### src/rtl/uarch_pkg.sv
// Shared micro-architecture constants and types for the front end.
package uarch_pkg;

    localparam int CPU_ADDR_BITS = 32;
    localparam int CPU_INST_BITS = 32;

    // Fetch buffer sizing: single-instruction entries, power of 2, at least 4.
    localparam int FB_DEPTH = 8;

    // Opcode 0 is illegal, so decode treats an all-zero word as an empty slot.
    localparam logic [CPU_INST_BITS-1:0] INST_BUBBLE = 32'h0;

    typedef struct packed {
        logic [CPU_ADDR_BITS-1:0] pc;
        logic [CPU_INST_BITS-1:0] inst;
    } fb_entry_t;

endpackage

### src/rtl/fetch_buffer.sv
// Dual-wide instruction queue between fetch and decode. Fetch packets of up
// to two instructions are split into single entries of a circular buffer and
// presented to decode as in-order pairs.
module fetch_buffer
    import uarch_pkg::*;
#(
    parameter int DEPTH = FB_DEPTH
) (
    input  logic                      clk,
    input  logic                      rst,
    input  logic                      flush,
    output logic                      fetch_rdy,
    input  logic                      fetch_val,
    input  logic [CPU_ADDR_BITS-1:0]  fetch_pc,
    input  logic [CPU_INST_BITS-1:0]  fetch_inst0,
    input  logic [CPU_INST_BITS-1:0]  fetch_inst1,
    input  logic [1:0]                fetch_mask,
    input  logic                      decode_rdy,
    output logic [CPU_ADDR_BITS-1:0]  inst0_pc,
    output logic [CPU_ADDR_BITS-1:0]  inst1_pc,
    output logic [CPU_INST_BITS-1:0]  inst0,
    output logic [CPU_INST_BITS-1:0]  inst1,
    output logic                      inst_val,
    output logic [$clog2(DEPTH):0]    fb_count
);

    localparam int PTR_W = $clog2(DEPTH);
    localparam int CNT_W = PTR_W + 1;

    fb_entry_t          entries [DEPTH];
    logic [PTR_W-1:0]   head, tail;
    logic [PTR_W-1:0]   head_p1, tail_p1;
    logic [CNT_W-1:0]   count, count_next;

    logic               enq_fire, deq_fire;
    logic [1:0]         n_enq, n_deq;
    logic               wr0_en, wr1_en;
    fb_entry_t          wr0_data, wr1_data;

    // Pointers are PTR_W bits wide, so increments wrap modulo DEPTH for free.
    assign head_p1 = head + PTR_W'(1);
    assign tail_p1 = tail + PTR_W'(1);

    // Readiness looks only at registered occupancy, never at this cycle's
    // dequeue, so fetch never sees a combinational path from decode_rdy.
    assign fetch_rdy = (count <= CNT_W'(DEPTH - 2));
    assign inst_val  = (count != '0);
    assign enq_fire  = fetch_val && fetch_rdy && !flush;
    assign deq_fire  = inst_val && decode_rdy && !flush;
    assign fb_count  = count;

    // Steer the packet's valid slots onto the two write ports, oldest first.
    always_comb begin
        // NOTE: every output of this block gets a default first, so no path
        // leaves a value held and no latch is inferred.
        wr0_en   = 1'b0;
        wr1_en   = 1'b0;
        wr0_data = '0;
        wr1_data = '0;
        n_enq    = 2'd0;
        if (enq_fire) begin
            case (fetch_mask)
                2'b11: begin
                    wr0_en   = 1'b1;
                    wr0_data = '{pc: fetch_pc, inst: fetch_inst0};
                    wr1_en   = 1'b1;
                    wr1_data = '{pc: fetch_pc + CPU_ADDR_BITS'(4), inst: fetch_inst1};
                    n_enq    = 2'd2;
                end
                2'b01: begin
                    wr0_en   = 1'b1;
                    wr0_data = '{pc: fetch_pc, inst: fetch_inst0};
                    n_enq    = 2'd1;
                end
                2'b10: begin
                    // Branch target landed on the odd word of the packet.
                    wr0_en   = 1'b1;
                    wr0_data = '{pc: fetch_pc + CPU_ADDR_BITS'(4), inst: fetch_inst1};
                    n_enq    = 2'd1;
                end
                default: ;
            endcase
        end
    end

    // Decode takes the whole presented pair: two entries, or one if only one exists.
    always_comb begin
        n_deq = 2'd0;
        if (deq_fire) begin
            n_deq = (count >= CNT_W'(2)) ? 2'd2 : 2'd1;
        end
        count_next = count + CNT_W'(n_enq) - CNT_W'(n_deq);
    end

    // Present the two oldest entries; a missing second slot becomes a bubble.
    always_comb begin
        inst0    = '0;
        inst0_pc = '0;
        inst1    = '0;
        inst1_pc = '0;
        if (count != '0) begin
            inst0    = entries[head].inst;
            inst0_pc = entries[head].pc;
            if (count >= CNT_W'(2)) begin
                inst1    = entries[head_p1].inst;
                inst1_pc = entries[head_p1].pc;
            end else begin
                inst1    = INST_BUBBLE;
                inst1_pc = entries[head].pc + CPU_ADDR_BITS'(4);
            end
        end
    end

    // Pointer and occupancy registers; flush behaves like reset for these.
    always_ff @(posedge clk) begin
        // NOTE: sequential state uses non-blocking assignments so every
        // register samples pre-edge values regardless of statement order.
        if (rst || flush) begin
            head  <= '0;
            tail  <= '0;
            count <= '0;
        end else begin
            head  <= head + PTR_W'(n_deq);
            tail  <= tail + PTR_W'(n_enq);
            count <= count_next;
        end
    end

    // Entry storage writes.
    always_ff @(posedge clk) begin
        // NOTE: the storage array has no reset; stale entries are never
        // presented because count gates every read.
        if (wr0_en) entries[tail]    <= wr0_data;
        if (wr1_en) entries[tail_p1] <= wr1_data;
    end

    // Occupancy can never exceed capacity while fetch honours fetch_rdy.
    count_in_range: assert property (@(posedge clk) disable iff (rst)
                                     count <= CNT_W'(DEPTH));

endmodule

### config.mk
export PLATFORM = sky130hd
export DESIGN_NAME = fetch_buffer
export DESIGN_NICKNAME = d
export VERILOG_FILES = /design/src/rtl/uarch_pkg.sv /design/src/rtl/fetch_buffer.sv
export SDC_FILE = /design/constraint.sdc
export NUM_CORES = 1
export LEC_CHECK = 0
export CORE_ASPECT_RATIO = 1.4
export CORE_MARGIN = 2
export CORE_UTILIZATION = 50
export CTS_BUF_LIST = sky130_fd_sc_hd__clkbuf_2 sky130_fd_sc_hd__clkbuf_4 sky130_fd_sc_hd__clkbuf_8
export CTS_CLUSTER_DIAMETER = 60
export DETAILED_ROUTE_END_ITERATION = 10
export PLACE_DENSITY = 0.81
export SLEW_MARGIN = 5
export SYNTH_ARGS = -nofsm -noshare
export SYNTH_HDL_FRONTEND = slang
export SYNTH_SLANG_ARGS = --single-unit
### constraint.sdc
create_clock -name clk -period 11 [get_ports clk]
set_clock_uncertainty 0.05 [all_clocks]
set_input_delay 1.65 -clock clk [delete_from_list [all_inputs] [get_ports clk]]
set_output_delay 1.65 -clock clk [all_outputs]
set_load 0.05 [all_outputs]
==> results of run 1 <==
==> sequential cells by signal (all words and copies together), names as in the netlist <==
signal / cells
tail: 3
entries: 512
head: 3
fb_count: 4
==> routing by layer <==
metal	track usage, %	share of wire, %
met4	18.3	5.9
met1	36.0	33
met3	5.32	12
met2	51.3	49
met5	0	0
==> area by class of cell <==
| class | count | area, um2 |
|---|---|---|
| Fill cell | 4895 | 26700 |
| Inverter | 23 | 86.3 |
| Timing Repair Buffer | 296 | 2810 |
| Multi-Input combinational cell | 1871 | 15100 |
| Clock buffer | 95 | 1200 |
| Tap cell | 832 | 1040 |
| Clock inverter | 50 | 424 |
| Antenna cell | 3 | 7.51 |
| Sequential cell | 522 | 15600 |
==> synth_stat cells, types with 5 or more instances <==
cell	instances	share of area, %
nand4_1	5	0.099
a31oi_1	19	0.37
a22o_1	41	1.1
nand2b_1	6	0.12
dfxtp_1	10	0.63
o21ai_0	400	6.3
mux4_1	31	2.6
nor2_1	112	1.3
clkbuf_1	178	2.1
buf_1	9	0.11
nand2_1	498	5.9
o22ai_1	92	1.8
edfxtp_1	512	48
xnor2_1	34	0.94
nor3_1	10	0.16
inv_1	22	0.26
nand3_1	88	1.4
buf_4	6	0.14
and2_1	10	0.20
xor2_1	26	0.72
or3_1	5	0.099
o21ai_1	6	0.095
o21a_1	16	0.38
a21oi_1	40	0.63
mux4_2	225	16
mux2i_1	121	3.8
buf_2	54	0.85
ha_1	17	0.67
nor4_2	5	0.20
==> tightest hold or removal path, delay by kind of cell (launching register included) <==
family	cells	cell delay, ns
xor gates and xnor gates	1	0.21
DFF	1	0.45
and+or+nand+nor	1	0.04
==> logic make-up (layout without fill, tap and decap cells) <==
group                      count (synthesis)  in the layout  synth area share, %
buffers and inverters                    277            464                 3.84
AOI/OAI and AO/OA                        628            628                 11.2
muxes                                    383            383                 22.6
and+or+nand+nor                          779            779                 10.6
adders and majority gates                 21             21                0.923
DFF                                      522            522                 49.1
xor gates and xnor gates                  60             60                 1.66
other                                      0              3                    0
==> worst paths after layout <==
check / to / slack (ns)
hold reg to reg: tail[2]$_SDFF_PP0_ / 0.70
hold / removal: tail[2]$_SDFF_PP0_ / 0.70
setup / recovery: inst1_pc[31] / 3.25
setup reg to reg: entries[3][28]$_DFFE_PP_ / 6.50
==> metrics by stage <==
step | worst slack [ns] | total power, mW
after floorplan | 2.60 | 2.95
after global placement | 3.87 | 3.33
after detailed placement | 3.80 | 3.34
after CTS | 3.06 | 4.99
after global routing | 2.80 | 5.13
final | 3.25 | 5.00
==> where the power goes <==
group	switching (mW)	leakage [nW]	internal, mW
registers	0.0172	4.73	2.21
clock network	0.806	0.854	0.880
logic	0.737	5.80	0.348
total	1.56	11.4	3.44
==> flow_metrics.py, run 1 <==
metrics = {
    "logic_synthesis": {
        "synth_cell_types": 63,
        "seq_area_frac_synth_pct": 49.1,
        "synth_edf_count": 512,
        "async_flop_share_pct": 0,
        "ys.flop_type": "edfxtp_1",
        "syn_nets": 2794,
        "synth_seq_cells": 522,
        "syn_area_mm2": 0.0317,
        "synth.avg_cell_area_um2": 11.9,
        "yosys_warnings": 0,
        "synthCells": 2670,
    },
    "placed_design": {
        "io_buffers": 236,
        "dpl_cell_area_mm2": 0.0346,
        "dpl.cell_count": 3544,
        "dpl.hpwl_um": 61700,
        "gp_congestion": 0.891,
    },
    "sta": {
        "setup_viol": 0,
        "max_slew_margin_pct": 22.4,
        "period_needed_ns": 7.75,
        "min_period_over_period_pct": 70.4,
        "setup-tns-final_ns": 0,
        "hold_slack_ns": 0.696,
        "rsz0062_at_grt": "false",
        "hold_viol": 0,
        "clock.fmax_mhz": 129,
        "max_slew.worst_pin.slew_ns": 1.16,
        "finalMaxSlewViolations": 0,
    },
    "clock_tree": {
        "cts_setup_buffers": 0,
        "clock_path_buffers": 3,
        "cts_tree": "yes",
        "cts_resized": 0,
        "hold_buffers": 0,
        "worstSkewPairLatency_ns": 0.67,
        "root_buffer": "clkbuf_8",
        "htree_levels": 3,
        "cts_made_buffers": 78,
        "clk_pin_slew_ns": 0.07,
        "clock-sinks": 522,
    },
    "routing": {
        "drtIter0Drc": 3633,
        "dr.pass1.iters": 6,
        "vias": 24848,
        "postRouteAntennaNets": 0,
        "drc": 0,
        "vias_per_cell": 6.73,
        "routedWlPerCell_um": 26.9,
        "wl_um": 99200,
    },
    "power_and_ir_drop": {
        "powerDensity_mw_per_mm2": 138,
        "vdd_drop_max_v": 0.0000844,
        "leakage_nw": 11.4,
    },
    "critical_path": {
        "critPathKind": "reg2out",
        "cp_slowest_cell": "dfxtp_4",
        "crit_path_start": "head[0]$_SDFF_PP0_",
        "cp.depth": 10,
        "timing.rr.start": "fb_count[3]$_SDFF_PP0_",
        "crit_required_ns": 9.30,
        "slowest_delay_ns": 0.95,
        "worstPathArrival_ns": 6.05,
        "cp_num_buf_inv": 3,
        "critPathCaptureType": "output port",
        "start_kind": "register",
        "crit_family": "buffers and inverters",
        "reg2reg_depth": 8,
        "crit_fanout": 70,
        "crit_path_cell_trace": "buf_4, buf_4, mux4_2, mux2i_1, a2111oi_4, nand3_2, nor2_1, and3b_1, o31ai_1, clkdlybuf4s50_1",
        "cpMostUsedCell": "buf_4",
    },
    "final_layout": {
        "fin_util_pct": 57.6,
        "layout_common_cells": "512 x edfxtp_1, 498 x nand2_1, 394 x o21ai_0",
        "fin_nets": 2916,
        "drive_gt1_share_pct": 16.3,
        "layout.cells.non_filler": 3692,
        "final_common_cell": "edfxtp_1",
        "post-route-cell-area_mm2": 0.0363,
        "area_delta_synth_final_pct": 14.4,
    },
    "global_route": {
        "grt_pass1_wl_um": 149000,
        "grt.overflow.total": 0,
        "grt_max_degree": 78,
        "grt_pass1_vias": 25677,
        "antenna_found_initial": 3,
        "track_usage_pct": 30.2,
    },
    "die": {
        "die-area_mm2": 0.0655,
        "io_pins": 237,
        "die-height_um": 302,
        "core-area_mm2": 0.0630,
        "die_x_um": 217,
        "core.rowCount": 109,
        "start_util_pct": 50.3,
    },
    "outcome": {
        "status": "completed",
    },
    "worst_hold_path": {
        "hold_class": "reg2reg",
        "hold_depth": 2,
        "hold_start": "tail[2]$_SDFF_PP0_",
    },
    "flow_run": {
        "cap_violations": 0,
    },
}
(Power assumes the default switching activity.)
==> run 2, diff against run 1 <==
--- a/config.mk
+++ b/config.mk
@@ -11,7 +11,7 @@
 export CTS_BUF_LIST = sky130_fd_sc_hd__clkbuf_2 sky130_fd_sc_hd__clkbuf_4 sky130_fd_sc_hd__clkbuf_8
 export CTS_CLUSTER_DIAMETER = 60
 export DETAILED_ROUTE_END_ITERATION = 10
-export PLACE_DENSITY = 0.81
+export PLACE_DENSITY = 0.84
 export SLEW_MARGIN = 5
 export SYNTH_ARGS = -nofsm -noshare
 export SYNTH_HDL_FRONTEND = slang
==> constraint.sdc (replaced) <==
create_clock -name clk -period 7 [get_ports clk]
set_clock_uncertainty 0.05 [all_clocks]
set_input_delay 1.05 -clock clk [delete_from_list [all_inputs] [get_ports clk]]
set_output_delay 1.05 -clock clk [all_outputs]
set_load 0.05 [all_outputs]
==> run 2 against run 1 <==
The flow now finishes with violations (design-rule violations). Combinational power rose by 59%. Clock-buffer cell count grew 3. Utilization is 0.23 points higher. Sequential cell count did not move. Setup slack got worse by 2.5 ns. Clock power up 57%. Non-clock buffer count up 1. Critical path type unchanged. Largest power group unchanged. Highest routed layer is now met5.
==> flow_metrics.py, run 2 (synthesized netlist as in run 1, its figures left out) <==
metrics = {
    "outcome": {
        "status": "finished with violations",
        "violations": "design-rule violations",
    },
    "power_and_ir_drop": {
        "p_int_mw": 5.41,
        "clkPwrFrac_pct": 33.6,
        "leakage_nw": 11.4,
        "powerDensity_mw_per_mm2": 216,
        "vdd_drop_max_v": 0.000142,
        "finalPower_mw": 7.88,
        "combPwrFrac_pct": 22.0,
        "swShare_pct": 31.4,
        "pwr-share-seq_pct": 44.4,
        "power_switching_mw": 2.48,
    },
    "die": {
        "core-area_mm2": 0.0630,
        "die-height_um": 302,
        "start_util_pct": 50.3,
        "die_x_um": 217,
        "io_pins": 237,
        "die-area_mm2": 0.0655,
        "core.rowCount": 109,
    },
    "routing": {
        "drc": 2,
        "vias": 25081,
        "drtIter0Drc": 3636,
        "vias_per_cell": 6.79,
        "postRouteAntennaNets": 0,
        "dr.pass1.iters": 11,
        "routedWlPerCell_um": 27.4,
        "wl_um": 101000,
    },
    "clock_tree": {
        "clock-sinks": 522,
        "cts_setup_buffers": 0,
        "hold_buffers": 0,
        "clk_pin_slew_ns": 0.07,
        "cts_made_buffers": 78,
        "clock_path_buffers": 3,
        "cts_resized": 0,
        "htree_levels": 3,
        "worstSkewPairLatency_ns": 0.69,
        "cts_tree": "yes",
        "root_buffer": "clkbuf_8",
    },
    "critical_path": {
        "critPathKind": "reg2out",
        "cp_num_buf_inv": 2,
        "crit_family": "buffers and inverters",
        "cp_slowest_cell": "clkdlybuf4s50_1",
        "worstPathArrival_ns": 5.16,
        "crit_path_cell_trace": "buf_4, mux4_1, mux2_2, ha_1, nand4_2, nor4_1, xor2_1, o22ai_1, clkdlybuf4s50_1",
        "critPathCaptureType": "output port",
        "reg2reg_depth": 9,
        "crit_fanout": 48,
        "start_kind": "register",
        "crit_required_ns": 5.90,
        "slowest_delay_ns": 0.87,
        "cp.depth": 9,
    },
    "flow_run": {
        "cap_violations": 0,
    },
    "final_layout": {
        "multiInputGateArea_mm2": 0.0151,
        "post-route-cell-area_mm2": 0.0364,
        "final_common_cell": "edfxtp_1",
        "layout.area.seq_mm2": 0.0156,
        "layout_common_cells": "512 x edfxtp_1, 498 x nand2_1, 394 x o21ai_0",
        "fin_nets": 2917,
        "nFillCells": 4857,
        "largest_reg_flops": 512,
        "regMostFlops": "entries",
        "area_delta_synth_final_pct": 14.9,
        "drive_gt1_share_pct": 16.4,
    },
    "placed_design": {
        "dpl.hpwl_um": 62300,
        "pre_cts_ws_ns": 1.55,
        "gp_congestion": 0.905,
        "dpl_cell_area_mm2": 0.0348,
        "io_buffers": 236,
    },
    "sta": {
        "max_slew_margin_pct": 25.9,
        "timing.final.ws_setup_ns": 0.736,
        "setup-tns-final_ns": 0,
        "max_slew.worst_pin.slew_ns": 1.11,
        "hold_viol": 0,
        "finalMaxSlewViolations": 0,
        "rsz0062_at_grt": "false",
        "setup_viol": 0,
        "min_period_over_period_pct": 89.5,
        "clock.fmax_mhz": 160,
        "period_needed_ns": 6.26,
    },
    "global_route": {
        "use_met2_pct": 50.4,
        "grt.overflow.total": 0,
        "grtUsageMet1_pct": 35.9,
        "grt.met3_usage_pct": 7.57,
        "grt_pass1_vias": 25783,
        "grt_pass1_wl_um": 151000,
        "gr-max-usage-layer": "met2",
        "track_usage_pct": 30.8,
        "antenna_found_initial": 5,
        "grt_max_degree": 90,
    },
    "worst_hold_path": {
        "hold_depth": 2,
        "hold_class": "reg2reg",
    },
}
run 2: layout make-up:
cell class | instances | share of cell area, %
tap | 832 | 2.86
inverter | 23 | 0.237
timing repair buffer | 297 | 8.11
multi-input combinational | 1871 | 41.5
clock buffer | 98 | 3.38
antenna | 5 | 0.0344
sequential | 522 | 42.8
clock inverter | 44 | 1.06
run 2: worst register-to-register path, cell delays in order, from the launching register on:
cell	delay [ns]
dfxtp_1	0.41
inv_1	0.10
ha_1	0.20
and3_1	0.22
a2111oi_4	0.79
nor2b_4	0.30
buf_4	0.54
nand2_1	0.41
o21ai_4	0.65
buf_12	0.49
run 2: metal layers:
layer | wire length, um | vias to the layer above
met2 | 48500 | 2124
met4 | 7240 | 2
met1 | 31500 | 11944
met5 | 13 | -
li1 | - | 10516
met3 | 13800 | 495
run 2: final timing paths:
check	start	end	slack, ns
max	head[1]$_SDFF_PP0_	inst1_pc[14]	0.74
min	tail[2]$_SDFF_PP0_	tail[2]$_SDFF_PP0_	0.69
max reg2reg	fb_count[3]$_SDFF_PP0_	entries[7][63]$_DFFE_PP_	2.44
min reg2reg	tail[2]$_SDFF_PP0_	tail[2]$_SDFF_PP0_	0.69
run 2: power groups by stage:
| stage | Sequential [mW] | Combinational (mW) | Clock, mW |
|---|---|---|---|
| after floorplan | 3.56 | 1.07 | 0 |
| after global placement | 3.56 | 1.68 | 0 |
| after detailed placement | 3.57 | 1.70 | 0 |
| after CTS | 3.50 | 1.71 | 2.65 |
| after global routing | 3.50 | 1.79 | 2.77 |
| final | 3.50 | 1.73 | 2.65 |
run 2: metrics by stage:
step / hold WS, ns / util (%) / std cells
floorplan: 0.553 / - / 2670
global placement: 0.654 / 55.2 / 3545
detailed placement: 0.664 / 55.2 / 3545
CTS: 0.680 / 57.8 / 3687
global route: 0.719 / 57.8 / 3690
finish: 0.687 / 57.8 / 3692
